===== src/rtl/i_decode_pkg.sv =====
// Decode-stage shared definitions: opcodes, instruction classes and
// the decoded-field bundle passed from the field cracker to the top.
package i_decode_pkg;

  localparam int DW      = 32;
  localparam int REG_W   = 5;
  localparam int FUNCT_W = 6;
  localparam int SHAMT_W = 5;
  localparam int IMM_W   = 32;

  localparam logic [5:0] OP_RTYPE = 6'h00;
  localparam logic [5:0] OP_J     = 6'h02;
  localparam logic [5:0] OP_JAL   = 6'h03;
  localparam logic [5:0] OP_BEQ   = 6'h04;
  localparam logic [5:0] OP_BNE   = 6'h05;
  localparam logic [5:0] OP_ADDI  = 6'h08;
  localparam logic [5:0] OP_SLTI  = 6'h0A;
  localparam logic [5:0] OP_ANDI  = 6'h0C;
  localparam logic [5:0] OP_ORI   = 6'h0D;
  localparam logic [5:0] OP_LUI   = 6'h0F;
  localparam logic [5:0] OP_LW    = 6'h23;
  localparam logic [5:0] OP_SW    = 6'h2B;
  localparam logic [5:0] FN_JR    = 6'h08;

  typedef enum logic [2:0] {
    CL_ALU_R   = 3'd0,
    CL_ALU_I   = 3'd1,
    CL_LOAD    = 3'd2,
    CL_STORE   = 3'd3,
    CL_BRANCH  = 3'd4,
    CL_JUMP    = 3'd5,
    CL_JR      = 3'd6,
    CL_ILLEGAL = 3'd7
  } cls_e;

  typedef struct packed {
    cls_e               cls;
    logic [REG_W-1:0]   rs;
    logic [REG_W-1:0]   rt;
    logic [REG_W-1:0]   rd;
    logic               we;
    logic [FUNCT_W-1:0] funct;
    logic [SHAMT_W-1:0] shamt;
    logic [IMM_W-1:0]   imm;
  } fields_t;

  function automatic logic [IMM_W-1:0] sext16(input logic [15:0] v);
    return {{16{v[15]}}, v};
  endfunction

endpackage


===== src/rtl/i_decode_fields.sv =====
// Combinational instruction cracker: class, register fields,
// immediate and branch/jump target for one instruction.
module i_decode_fields
  import i_decode_pkg::*;
#(
  parameter int ADDRESS_WIDTH = 32
) (
  input  logic [DW-1:0]            instruction,
  input  logic [ADDRESS_WIDTH-1:0] pc,
  output fields_t                  fields,
  output logic [ADDRESS_WIDTH-1:0] target
);

  logic [5:0]               op;
  logic [5:0]               fn;
  logic [ADDRESS_WIDTH-1:0] pc1;
  logic [IMM_W-1:0]         simm;

  assign op   = instruction[31:26];
  assign fn   = instruction[5:0];
  assign pc1  = pc + ADDRESS_WIDTH'(1);
  assign simm = sext16(instruction[15:0]);

  always_comb begin
    fields     = '0;
    fields.cls = CL_ILLEGAL;
    fields.rs  = instruction[25:21];
    fields.rt  = instruction[20:16];
    fields.imm = simm;
    target     = '0;
    unique case (1'b1)
      (op == OP_RTYPE): begin
        fields.cls   = (fn == FN_JR) ? CL_JR : CL_ALU_R;
        fields.rd    = instruction[15:11];
        fields.we    = (fn != FN_JR);
        fields.funct = fn;
        fields.shamt = instruction[10:6];
      end
      (op == OP_J), (op == OP_JAL): begin
        fields.cls = CL_JUMP;
        target     = {pc1[ADDRESS_WIDTH-1:26], instruction[25:0]};
        // JAL links PC+1 into r31
        if (op == OP_JAL) begin
          fields.rd  = 5'd31;
          fields.we  = 1'b1;
          fields.imm = IMM_W'(pc1);
        end
      end
      (op == OP_BEQ), (op == OP_BNE): begin
        fields.cls = CL_BRANCH;
        target     = pc1 + ADDRESS_WIDTH'(simm);
      end
      (op == OP_ADDI), (op == OP_SLTI): begin
        fields.cls = CL_ALU_I;
        fields.rd  = instruction[20:16];
        fields.we  = 1'b1;
      end
      (op == OP_ANDI), (op == OP_ORI): begin
        fields.cls = CL_ALU_I;
        fields.rd  = instruction[20:16];
        fields.we  = 1'b1;
        fields.imm = {16'b0, instruction[15:0]};
      end
      (op == OP_LUI): begin
        fields.cls = CL_ALU_I;
        fields.rd  = instruction[20:16];
        fields.we  = 1'b1;
        fields.imm = {instruction[15:0], 16'b0};
      end
      (op == OP_LW): begin
        fields.cls = CL_LOAD;
        fields.rd  = instruction[20:16];
        fields.we  = 1'b1;
      end
      (op == OP_SW): fields.cls = CL_STORE;
      default: ;
    endcase
  end

endmodule


===== src/rtl/i_decode.sv =====
// Decode stage: pops the fetch FIFO, registers the decoded packet for
// dispatch and merges decode-time jumps with execute redirects.
module i_decode
  import i_decode_pkg::*;
#(
  parameter int DATA_WIDTH    = 32,
  parameter int ADDRESS_WIDTH = 32
) (
  input  logic                     clk,
  input  logic                     reset,
  input  logic                     fetch_empty,
  input  logic [DATA_WIDTH-1:0]    fetch_instruction,
  input  logic [ADDRESS_WIDTH-1:0] fetch_pc,
  output logic                     fetch_rd_en,
  output logic                     jump_branch_valid,
  output logic [ADDRESS_WIDTH-1:0] jump_branch_address,
  input  logic                     ex_redirect_valid,
  input  logic [ADDRESS_WIDTH-1:0] ex_redirect_address,
  input  logic                     dispatch_ready,
  output logic                     dec_valid,
  output logic [ADDRESS_WIDTH-1:0] dec_pc,
  output logic [2:0]               dec_class,
  output logic [4:0]               dec_rs,
  output logic [4:0]               dec_rt,
  output logic [4:0]               dec_rd,
  output logic                     dec_we,
  output logic [5:0]               dec_funct,
  output logic [4:0]               dec_shamt,
  output logic [31:0]              dec_imm,
  output logic [ADDRESS_WIDTH-1:0] dec_target
);

  typedef enum logic {RUN, REDIRECT} state_e;

  state_e                   state;
  state_e                   next_state;
  fields_t                  fld;
  fields_t                  pkt;
  logic [ADDRESS_WIDTH-1:0] fld_target;
  logic                     jump_hit;
  logic                     pulse_next;
  logic [ADDRESS_WIDTH-1:0] address_next;

  i_decode_fields #(
    .ADDRESS_WIDTH(ADDRESS_WIDTH)
  ) u_fields (
    .instruction(fetch_instruction),
    .pc         (fetch_pc),
    .fields     (fld),
    .target     (fld_target)
  );

  assign fetch_rd_en = (state == RUN) && !fetch_empty
                    && (!dec_valid || dispatch_ready)
                    && !ex_redirect_valid;
  assign jump_hit = fetch_rd_en && (fld.cls == CL_JUMP);

  always_comb begin
    next_state   = state;
    pulse_next   = 1'b0;
    address_next = jump_branch_address;
    unique case (1'b1)
      ex_redirect_valid: begin
        next_state   = REDIRECT;
        pulse_next   = 1'b1;
        address_next = ex_redirect_address;
      end
      jump_hit: begin
        next_state   = REDIRECT;
        pulse_next   = 1'b1;
        address_next = fld_target;
      end
      default: next_state = RUN;
    endcase
  end

  always_ff @(posedge clk or posedge reset) begin
    if (reset) begin
      state               <= RUN;
      jump_branch_valid   <= 1'b0;
      jump_branch_address <= '0;
      dec_valid           <= 1'b0;
      pkt                 <= '0;
      dec_pc              <= '0;
      dec_target          <= '0;
    end else begin
      state               <= next_state;
      jump_branch_valid   <= pulse_next;
      jump_branch_address <= address_next;
      if (ex_redirect_valid) begin
        dec_valid <= 1'b0;
      end else if (fetch_rd_en) begin
        dec_valid  <= 1'b1;
        pkt        <= fld;
        dec_pc     <= fetch_pc;
        dec_target <= fld_target;
      end else if (dispatch_ready) begin
        dec_valid <= 1'b0;
      end
    end
  end

  assign dec_class = pkt.cls;
  assign dec_rs    = pkt.rs;
  assign dec_rt    = pkt.rt;
  assign dec_rd    = pkt.rd;
  assign dec_we    = pkt.we;
  assign dec_funct = pkt.funct;
  assign dec_shamt = pkt.shamt;
  assign dec_imm   = pkt.imm;

endmodule


===== config.mk =====
export PLATFORM = sky130hd
export DESIGN_NAME = i_decode
export DESIGN_NICKNAME = d
export VERILOG_FILES = /design/src/rtl/i_decode_pkg.sv /design/src/rtl/i_decode_fields.sv /design/src/rtl/i_decode.sv
export SDC_FILE = /design/constraint.sdc
export NUM_CORES = 1
export LEC_CHECK = 0
export CORE_ASPECT_RATIO = 1.5
export CORE_UTILIZATION = 35
export CTS_BUF_LIST = sky130_fd_sc_hd__clkbuf_16
export DETAILED_ROUTE_END_ITERATION = 16
export PLACE_DENSITY = 0.73
export RECOVER_POWER = 25
export SLEW_MARGIN = 20
export SYNTH_ARGS = -nofsm -noshare
export SYNTH_HDL_FRONTEND = slang
export SYNTH_SLANG_ARGS = --single-unit

===== constraint.sdc =====
create_clock -name clk -period 5.6 [get_ports clk]
set_input_delay 1.12 -clock clk [delete_from_list [all_inputs] [get_ports clk]]
set_output_delay 1.12 -clock clk [all_outputs]
set_load 0.005 [all_outputs]

# After elaboration in Yosys (flattened, before gate mapping)

Index checks and enable logic that the tools add are counted.

Mux-type cells: 13
Bitwise gates (word level): 2
Reductions and logical operators: 18
Equality and inequality tests: 14
$add $sub $neg: 2

Operator list:

| kind                    | number |
|---|---|
| $pmux W32 S2            | 2 |
| $pmux W32 S3            | 1 |
| $eq A6 B4 Y1 const B    | 6 |
| $add A32 B1 Y32 const B | 1 |
| $add A32 B32 Y32        | 1 |
| $mux W32                | 1 |
| $pmux W3 S6             | 1 |
| $pmux W6 S3             | 1 |
| $eq A6 B2 Y1 const B    | 2 |
| $eq A6 B3 Y1 const B    | 2 |
| $eq A6 B6 Y1 const B    | 2 |
| $mux W11                | 1 |
| $reduce_or A2 Y1        | 4 |
| $logic_not A6 Y1        | 1 |
| $mux W6                 | 1 |
| $ne A6 B4 Y1 const B    | 1 |
| $reduce_or A6 Y1        | 1 |
| $reduce_or A5 Y1        | 1 |
| $logic_and A1 B1 Y1     | 4 |
| $mux W1                 | 4 |
| $eq A3 B3 Y1 const B    | 1 |
| $logic_not A1 Y1        | 3 |
| $mux W3                 | 1 |
| $reduce_bool A3 Y1      | 1 |
| 4 further kinds         | 5 |

Bits in registers: 160
Output and inout bits: 161
Input port bits: 101
Logic and storage cells: 62

# Logic depth before layout (Yosys ltp)

Depth in word-level cells: 7
Gate-level depth with buffers: 17
Mapped depth without buffers: 16

# Modules after synthesis

From an unflattened synthesis, not the netlist that was laid out.

Cell total of the unflattened synthesis: 875
Area, all modules: 9,900.7 um^2

By module, submodules not included:

| module          | instances | cells each | seq. area each (um^2) | area an instance (um^2) |
|---|---|---|---|---|
| i_decode        | 1         | 379        | 4,003.8               | 6,507.5 |
| i_decode_fields | 1         | 496        | 0.0                   | 3,393.3 |

# Worst setup path before layout

No wires, ideal clock.

Path type: input to register
Start: in fetch_pc[7]
End: reg dec_target[31]
Path slack: 1.466 ns
Data required time: 5.473 ns
Arrival: 4.007 ns
Cell stages on the path: 17
Setup time: 0.127 ns
Buffers on the path: 2
Cells stage by stage: clkbuf_2 and4_1 nand2_1 or4_4 buf_6 nor2_4 xor2_2 ha_1 a21o_1 a21o_1 a21oi_1 o21ai_0 a21oi_1 o21ai_0 xnor2_1 a221oi_1 nor2_1

Cells in the longest elaborated chain, start to end: 3

Ends and longest elaborated chain:

| element                | line                  | text |
|---|---|---|
| start: declaration     | i_decode.sv:13        | `input logic [ADDRESS_WIDTH-1:0] fetch_pc,` |
| $add A32 B1 Y32 (*)    | i_decode_fields.sv:21 | `assign pc1 = pc + ADDRESS_WIDTH'(1);` |
| $add A32 B32 Y32       | i_decode_fields.sv:51 | `target = pc1 + ADDRESS_WIDTH'(simm);` |
| $pmux W32 S2 (*)       | i_decode_fields.sv:31 | `unique case (1'b1)` |
| end signal: assignment | i_decode.sv:96        | `dec_target <= fld_target;` |
| end: declaration       | i_decode.sv:30        | `output logic [ADDRESS_WIDTH-1:0] dec_target` |

Mark *: on every way between the ends. The rest lies on a longest branch, timed or not.
A chain may end at the register's enable or synchronous reset.

# Worst setup path after layout

Start: in fetch_pc[2]
End: reg dec_target[28]

Same word-level chain as after synthesis.

==> results.cfg <==
[status]
outcome = complete, but fails checks
violations = max-capacitance violations, max-slew violations

[detailed_routing]
top_layer_used = met4
via_per_inst = 5.37
drt_iter0_drc = 537
wl_met2_um = 15600
wl_per_cell_um = 19.6
dr_wl_met3_um = 2160
ant_nets = 0
via_count = 8704
routed_wl_um = 31700
first_pass_iters = 5
drc = 0
wl_met1_um = 12600

[clock_network]
cts.clk_slew.worst_paths_ns = 0.07
cts_sinks = 160
clock_latency_ns = 0.44
cts_resized = 0
clk_path_buf_depth = 2
htreeDepth = 4
cts_hold_buf = 0
cts_tree = built
cts_setup_buffers = 0
cts_buffers = 17
clockRootBuffer = clkbuf_16

[die]
core_area_mm2 = 0.0258
die_y_um = 200
die_w_um = 134
ios = 262
initial_core_util_pct = 35.5
dieArea_mm2 = 0.0268
num_rows = 72

[yosys]
syn-num-nets = 1178
synth_top_area_share_pct = 43.8
yosysTopAreaCell = dfrtp_1
synth_common_cells = nand2_1 (239), dfrtp_1 (160), nor2_1 (89)
ys.warnings.count = 0
ys.flop_type = dfrtp_1
synthTopCellsByArea = dfrtp_1 (44%), nand2_1 (9.8%), ha_1 (5.1%), o21ai_0 (4.4%), nor2_1 (3.7%)
synth_edf_count = 0
ys_seq_area_share_pct = 43.8
synthArstFlopShare_pct = 100
syn_area_mm2 = 0.00914
synthCells = 1039
ys_ff_latch = 160
yosysMostFrequentCell = nand2_1
syn_area_per_cell_um2 = 8.80
synth.distinct_cells = 69

[setup_path]
crit_arrival_ns = 5.02
worstPathMaxFanout = 6
critical_path_required_ns = 5.92
worstSetupStartpointType = primary input
critical_path_class = in -> reg
endpoint_kind = register

[timing]
min_period_ns = 4.70
setup_ws_ns = 0.898
hold_viol = 0
period_share_pct = 84.0
setup_violations = 0
tightest_slew_ns = 3.18
max_freq_mhz = 213
skew_ns = 0.00563
finalMaxSlewViolations = 121
finalSetupTns_ns = 0
rsz0062_at_grt = no
slew-limit-headroom_pct = -112

[grt]
grt_use_total_pct = 24.0
grt_first_pass_wirelength_um = 48600
grt_max_degree = 83
grt_pass1_vias = 8490
globalRouteOverflowTotal = 0
antenna_found_initial = 0

[place]
dp_hpwl_um = 23800
place_congestion = 0.918
pre_cts_slack_ns = 0.515
placed_area_mm2 = 0.0121
portBuffers = 261
numPlacedInstances = 1588

[finish]
antenna_cells = 0
fin_cells = 1620
nNetsFinal = 1413
finalInstanceArea_mm2 = 0.0126
drive_gt1_share_pct = 5.59
areaGrowthSynthToFinish_pct = 38.2

[pwr]
powerDensity_mw_per_mm2 = 274
irDropWorstVdd_uv = 230
leakage_nw = 5.41

[min_path]
hp-class = reg -> reg

[flow_run]
cap_violations = 2
stage by stage:
stage / hold slack [ns] / power, W / util [%]
6_report: 0.473 / 0.00346 / 49.1
5_1_grt: 0.501 / 0.00364 / 49.1
4_1_cts: 0.477 / 0.00349 / 49.1
3_5_place_dp: 0.461 / 0.00231 / 46.8
3_3_place_gp: 0.459 / 0.00229 / 46.8
2_1_floorplan: 0.470 / 0.00177 / -
worst paths after layout:
check / slack [ns] / end / start / cells past startpoint
setup / recovery: 0.90 / dec_target[28] / fetch_pc[2] / 16
hold / removal: 0.47 / dec_rs[4] / dec_rs[4] / 2
setup reg to reg: 3.09 / jump_branch_address[0] / dec_valid / 7
hold reg to reg: 0.47 / dec_rs[4] / dec_rs[4] / 2
max in group asynchronous: 1.47 / dec_pc[2] / reset / 2
min in group asynchronous: 2.29 / jump_branch_address[24] / reset / 2
power breakdown:
group          internal (W)  switching [W]  leakage (nW)  total (W)
clock              0.000661       0.000511         0.280    0.00117
combinational      0.000483       0.000421          3.15   0.000905
sequential          0.00130      0.0000831          1.98    0.00138
routing by layer:
| metal | up-vias | GRT usage, % |
|---|---|---|
| li1 | 4120 | - |
| met5 | - | 0 |
| met1 | 4173 | 28.7 |
| met3 | 77 | 5.35 |
| met4 | 0 | 11.8 |
| met2 | 334 | 40.7 |
kinds of logic (layout without fill, tap and decap cells):
logic type | after synthesis | count (layout) | synth area share, %
and+or+nand+nor | 410 | 410 | 19.7
AOI/OAI and AO/OA | 281 | 281 | 19.8
DFF | 160 | 160 | 43.8
buffers and inverters | 73 | 321 | 3.16
xor gates and xnor gates | 57 | 57 | 5.99
adders and majority gates | 38 | 38 | 5.28
muxes | 20 | 20 | 2.20
cells in the final DEF (no fill, tap or decap), types with 4 or more instances in the layout:
master           instances
a21o_1                  17
and3_1                  12
a31oi_1                 21
clkbuf_16               17
nor3_1                   6
nor2_1                  89
o21ai_0                 81
xor2_1                  18
nand2_1                239
buf_4                   12
a22oi_1                 20
a211oi_1                 9
nor2b_1                  8
dfrtp_1                160
clkinv_4                 6
o21ai_1                  8
xnor2_1                 34
a221oi_1                25
ha_1                    37
mux2i_1                 19
o21a_1                   8
and4_1                   4
clkdlybuf4s50_1        259
o211ai_1                 7
nand3_1                 19
inv_1                   13
a21oi_1                 51
a22o_1                  12
nand4_1                  8
worst max-delay path: stages:
cell and delay, ns:
clkdlybuf4s50_1 0.62, and4_2 0.36, nand2_1 0.13, nor2_1 0.27, nand3_1 0.13, xnor2_1 0.29
ha_1 0.35, a21oi_1 0.22, o21ai_0 0.15, a31oi_1 0.23, a211oi_2 0.07, o211ai_1 0.25
a21oi_1 0.13, o21ai_0 0.38, mux2i_1 0.24, o21ai_1 0.08
flip-flops by register name, indices dropped and copies added, names as in the netlist:
| register | count |
|---|---|
| dec_rt | 5 |
| dec_valid | 1 |
| dec_target | 32 |
| dec_imm | 32 |
| dec_we | 1 |
| dec_shamt | 5 |
| dec_class | 3 |
| jump_branch_address | 32 |
| dec_pc | 32 |
| state | 1 |
| dec_rd | 5 |
| dec_rs | 5 |
| dec_funct | 6 |
final cells by class:
class	instances	area, um^2
multi-input combinational	806	4850
inverter	14	53.8
timing repair buffer	275	2720
sequential	160	4000
fill	2479	13100
clock inverter	15	163
clock buffer	17	425
tap	333	417
Note: power is estimated with default switching activity, not from simulation.
